**src/rtl/uart_cmd_pkg.sv**
```systemverilog
// ASCII command codes shared by the UART command decoder and the echo/transmit path.
package uart_cmd_pkg;

    localparam logic [7:0] ASCII_R = 8'h72;
    localparam logic [7:0] ASCII_L = 8'h6C;
    localparam logic [7:0] ASCII_U = 8'h75;
    localparam logic [7:0] ASCII_D = 8'h64;
    localparam logic [7:0] ASCII_0 = 8'h30;
    localparam logic [7:0] ASCII_1 = 8'h31;
    localparam logic [7:0] ASCII_2 = 8'h32;

endpackage

```
**src/rtl/ascii_decoder.sv**
```systemverilog
// Turns received UART bytes into one-cycle virtual button pulses and toggled virtual switch levels.
module ascii_decoder
    import uart_cmd_pkg::*;
(
    input  logic       clk,
    input  logic       rst,
    input  logic [7:0] rx_data,
    input  logic       rx_done,
    output logic       uart_btn_r,
    output logic       uart_btn_l,
    output logic       uart_btn_u,
    output logic       uart_btn_d,
    output logic       uart_sw_mode,
    output logic       uart_sw_sel_mode,
    output logic       uart_sw_sel_display
);

    // Buttons fall back to 0 every cycle, so a held rx_done re-pulses each cycle.
    always_ff @(posedge clk or posedge rst) begin
        if (rst) begin
            uart_btn_r <= 1'b0;
            uart_btn_l <= 1'b0;
            uart_btn_u <= 1'b0;
            uart_btn_d <= 1'b0;
        end else begin
            uart_btn_r <= 1'b0;
            uart_btn_l <= 1'b0;
            uart_btn_u <= 1'b0;
            uart_btn_d <= 1'b0;
            if (rx_done) begin
                case (rx_data)
                    ASCII_R: uart_btn_r <= 1'b1;
                    ASCII_L: uart_btn_l <= 1'b1;
                    ASCII_U: uart_btn_u <= 1'b1;
                    ASCII_D: uart_btn_d <= 1'b1;
                    default: ;
                endcase
            end
        end
    end

    always_ff @(posedge clk or posedge rst) begin
        if (rst) begin
            uart_sw_mode        <= 1'b0;
            uart_sw_sel_mode    <= 1'b0;
            uart_sw_sel_display <= 1'b0;
        end else if (rx_done) begin
            case (rx_data)
                ASCII_0: uart_sw_mode        <= ~uart_sw_mode;
                ASCII_1: uart_sw_sel_mode    <= ~uart_sw_sel_mode;
                ASCII_2: uart_sw_sel_display <= ~uart_sw_sel_display;
                default: ;
            endcase
        end
    end

endmodule

```
**config.mk**
```make
export PLATFORM = sky130hd
export DESIGN_NAME = ascii_decoder
export DESIGN_NICKNAME = d
export VERILOG_FILES = /design/src/rtl/uart_cmd_pkg.sv /design/src/rtl/ascii_decoder.sv
export SDC_FILE = /design/constraint.sdc
export NUM_CORES = 1
export LEC_CHECK = 0
export CAP_MARGIN = 10
export CORE_AREA = 3 3 40 42
export DETAILED_ROUTE_END_ITERATION = 10
export DIE_AREA = 0 0 43 45
export PLACE_DENSITY = 0.56
export SYNTH_ARGS = -nofsm -noshare
export SYNTH_HDL_FRONTEND = slang
export SYNTH_SLANG_ARGS = --single-unit
```
**constraint.sdc**
```tcl
create_clock -name clk -period 0.8 [get_ports clk]
set_input_delay 0.16 -clock clk [delete_from_list [all_inputs] [get_ports clk]]
set_output_delay 0.16 -clock clk [all_outputs]
set_load 0.01 [all_outputs]
```
==> summary.txt <==
Outcome = complete, but fails checks
Failing checks = negative setup slack
RR Endpoint = uart_sw_sel_mode
CP max FO = 2
Worst VDD drop = 0.508 mV
Worst Path Arrival = 1.05 ns
Die Area = 1940 µm²
H-tree depth = 1
Vias in the first global route = 343
Layout cells sized above 1 = 68.4%
Simple-Gate Fraction of Synth Area = 36.2%
Final setup vio count = 9
Synth warnings = 0
Final ANT Viol Nets = 0
Worst Hold Class = input pin to asynchronous set/reset pin
Most frequent cells in the layout = buf_4, buf_2, dfrtp_1
Final RePlAce weighted congestion = 0.774
Reg2Reg Depth = 2
Worst path bufs/invs = 1
Switch share = 23.1%
Grt met3 use = 1.20%
CP endpoint = uart_sw_sel_display
DR iter-0 viols = 0
DR pass1 iterations = 1
Post-Place Setup Slack = -0.820 ns
Unique masters post-synth = 13
Startpoint types = input pin
P_int = 0.663 mW
Nets = 69
Ordered list of cells on the worst path = buf_8 > nor4b_4 > or3b_1 > xnor2_1
Area growth syn-to-layout = 96.9%
Setup WS post-layout = -0.119 ns
Adder-cell area share of the yosys netlist = 0%
CP startpoint = rx_data[2]
Switching power = 0.199 mW
CTS tree = yes
Io pins = 18
Initial antenna violation count = 0
FMAX = 1.09 GHz
Most common cell after layout, fill and taps aside = buf_4
Met2 Use GR = 16.5%
Global routing usage on met1 = 9.63%
Syn Area/Cell = 14.0 µm²
Synth Area in Compound Gates = 0%
Share of power burned in registers = 43.5%
Cell area after technology mapping = 322 µm²
Via-to-Cell Ratio = 4.43
WP depth = 4
Clock sink count = 7
Non-filler cells, final = 72
Crit share post-route = 115%
CP top delay family = simple AND/OR/NAND/NOR gates
Clock power frac = 35.5%
Main combinational cell family by area after synthesis = simple AND/OR/NAND/NOR gates
Wire length of the first global-routing pass = 1.33 mm
Core ar. = 1280 µm²
Largest net degree at the start of global routing = 8
Worst Path Required = 0.93 ns
Clock Root Buffer = clkbuf_4
RSZ-0062 raised after global routing = true
Drt wl/cell = 11.0 µm
DR vias = 319
Power consumption = 0.862 mW
Pwr dens = 1360 nW/µm²
Syn Nets = 34
Max_cap viols = 0
Clk pin slew, worst setup/hold paths = 0.05 ns
Congestion Overflow GR = 0
Post-synthesis mux area share = 0%
Final wirelength = 789 µm
Leak = 0.315 nW
Setup CP Type = input pin to flop
R2r startpoint = uart_sw_sel_mode
Drc violations = 0
Antenna cell count = 0
CTS Buf Count = 3
Crit path capture type = flop
Die Y = 45 µm
Clock buffer depth = 2
Core Rows = 13
Sequential element share of the synthesized area = 54.5%
Placed cells = 64
GRT busiest layer = met2
Die X = 43 µm
Xor/xnor share of the synthesized area = 8.17%
Initial core utilization = 25.0%
Combinational power share = 21.1%
Endpoints failing hold = 0
GRT Util Overall = 9.40%
Synth Register Bits = 7
Final Max Slew Viols = 0
Slowest cell on crit path = or3b_1
Clk_lat worst skew = 0.24 ns
Post-CTS Hold Fix Bufs = 0
Worst slew pin tran = 0.254 ns
IO buf count = 17
Post-route minimum period = 0.919 ns
R2R Setup Slk = 0.07 ns
Final Skew = 0 ns
CP max stage delay = 0.39 ns
Slew headroom = 83.1%
Post-Synthesis Cells = 23
## worst register-to-register path, stage by stage, from the launching register on
cell and delay, ns:
dfrtp_1 0.37, buf_4 0.13, xnor2_1 0.11
## power groups by stage
stage / logic [mW] / clock network (mW) / registers, mW
finish: 0.182 / 0.306 / 0.375
global route: 0.197 / 0.339 / 0.377
CTS: 0.166 / 0.318 / 0.375
detailed placement: 0.182 / 0 / 0.382
global placement: 0.177 / 0 / 0.381
floorplan: 0.0337 / 0 / 0.391
## per-stage QoR
| stage | instance area [µm²] | setup TNS [ns] | util (%) | hold slack, ns |
|---|---|---|---|---|
| 3_5_place_dp | 592 | -6.06 | 46.1 | 0.398 |
| 4_1_cts | 594 | -0.971 | 46.3 | 0.135 |
| 5_1_grt | 633 | -1.24 | 49.3 | 0.144 |
| 3_3_place_gp | 592 | -5.77 | 46.1 | 0.396 |
| 2_1_floorplan | 335 | -0.547 | - | -0.0366 |
| 6_report | 633 | -0.893 | 49.3 | 0.141 |
## layout make-up
type,count,area [µm²]
timing repair buffer,30,230
multi-input combinational,15,178
sequential,7,175
clock inverter,1,5.00
fill,126,652
clock buffer,3,22.5
tap,15,18.8
inverter,1,3.75
## registers in the layout, indices dropped and copies added (netlist names)
| register | cells |
|---|---|
| uart_sw_mode | 1 |
| uart_btn_r | 1 |
| uart_sw_sel_display | 1 |
| uart_btn_l | 1 |
| uart_sw_sel_mode | 1 |
| uart_btn_d | 1 |
| uart_btn_u | 1 |
## metal layers
metal / wire length, µm / share of wire (%)
met5: 0 / 0
met4: 33 / 4.2
met3: 50 / 6.3
met2: 409 / 52
met1: 295 / 37
## repair_timing
| action | 4_1_cts | 5_1_grt |
|---|---|---|
| setup endpoints to repair | 14 | 13 |
| resized for setup | 65 | 5 |
| pin swaps | 11 | 8 |
| cloned | 0 | 0 |
| hold endpoints to repair | 0 | 0 |
| buffers inserted | 5 | 1 |
## how the worst min path moves through the flow
stage	from	slack, ns	endpoint
2_1_floorplan	rst	-0.04	uart_btn_d
3_3_place_gp	rst	0.40	uart_sw_mode
3_5_place_dp	rst	0.40	uart_sw_sel_mode
4_1_cts	rx_data[4]	0.13	uart_btn_l
5_1_grt	rx_data[4]	0.14	uart_btn_l
6_report	rst	0.14	uart_sw_sel_display
## cell families (layout without fill, tap and decap cells)
kind of cell / count (synthesis) / count (layout)
xor+xnor: 3 / 3
buf+inv: 1 / 35
flops: 7 / 7
simple gates: 12 / 12
## synth_stat cells (all sizes together)
cell    instances  area, µm²
nand3           2       10.0
nand3b          1       7.51
nor4b           2       32.5
or4bb           1       12.5
or3b            1       8.76
xnor2           3       26.3
inv             1       3.75
nand4b          1       8.76
and4bb          2       25.0
nor4            1       6.26
dfrtp           7        175
nor3            1       5.00
Note: power is estimated with default switching activity, not from simulation.
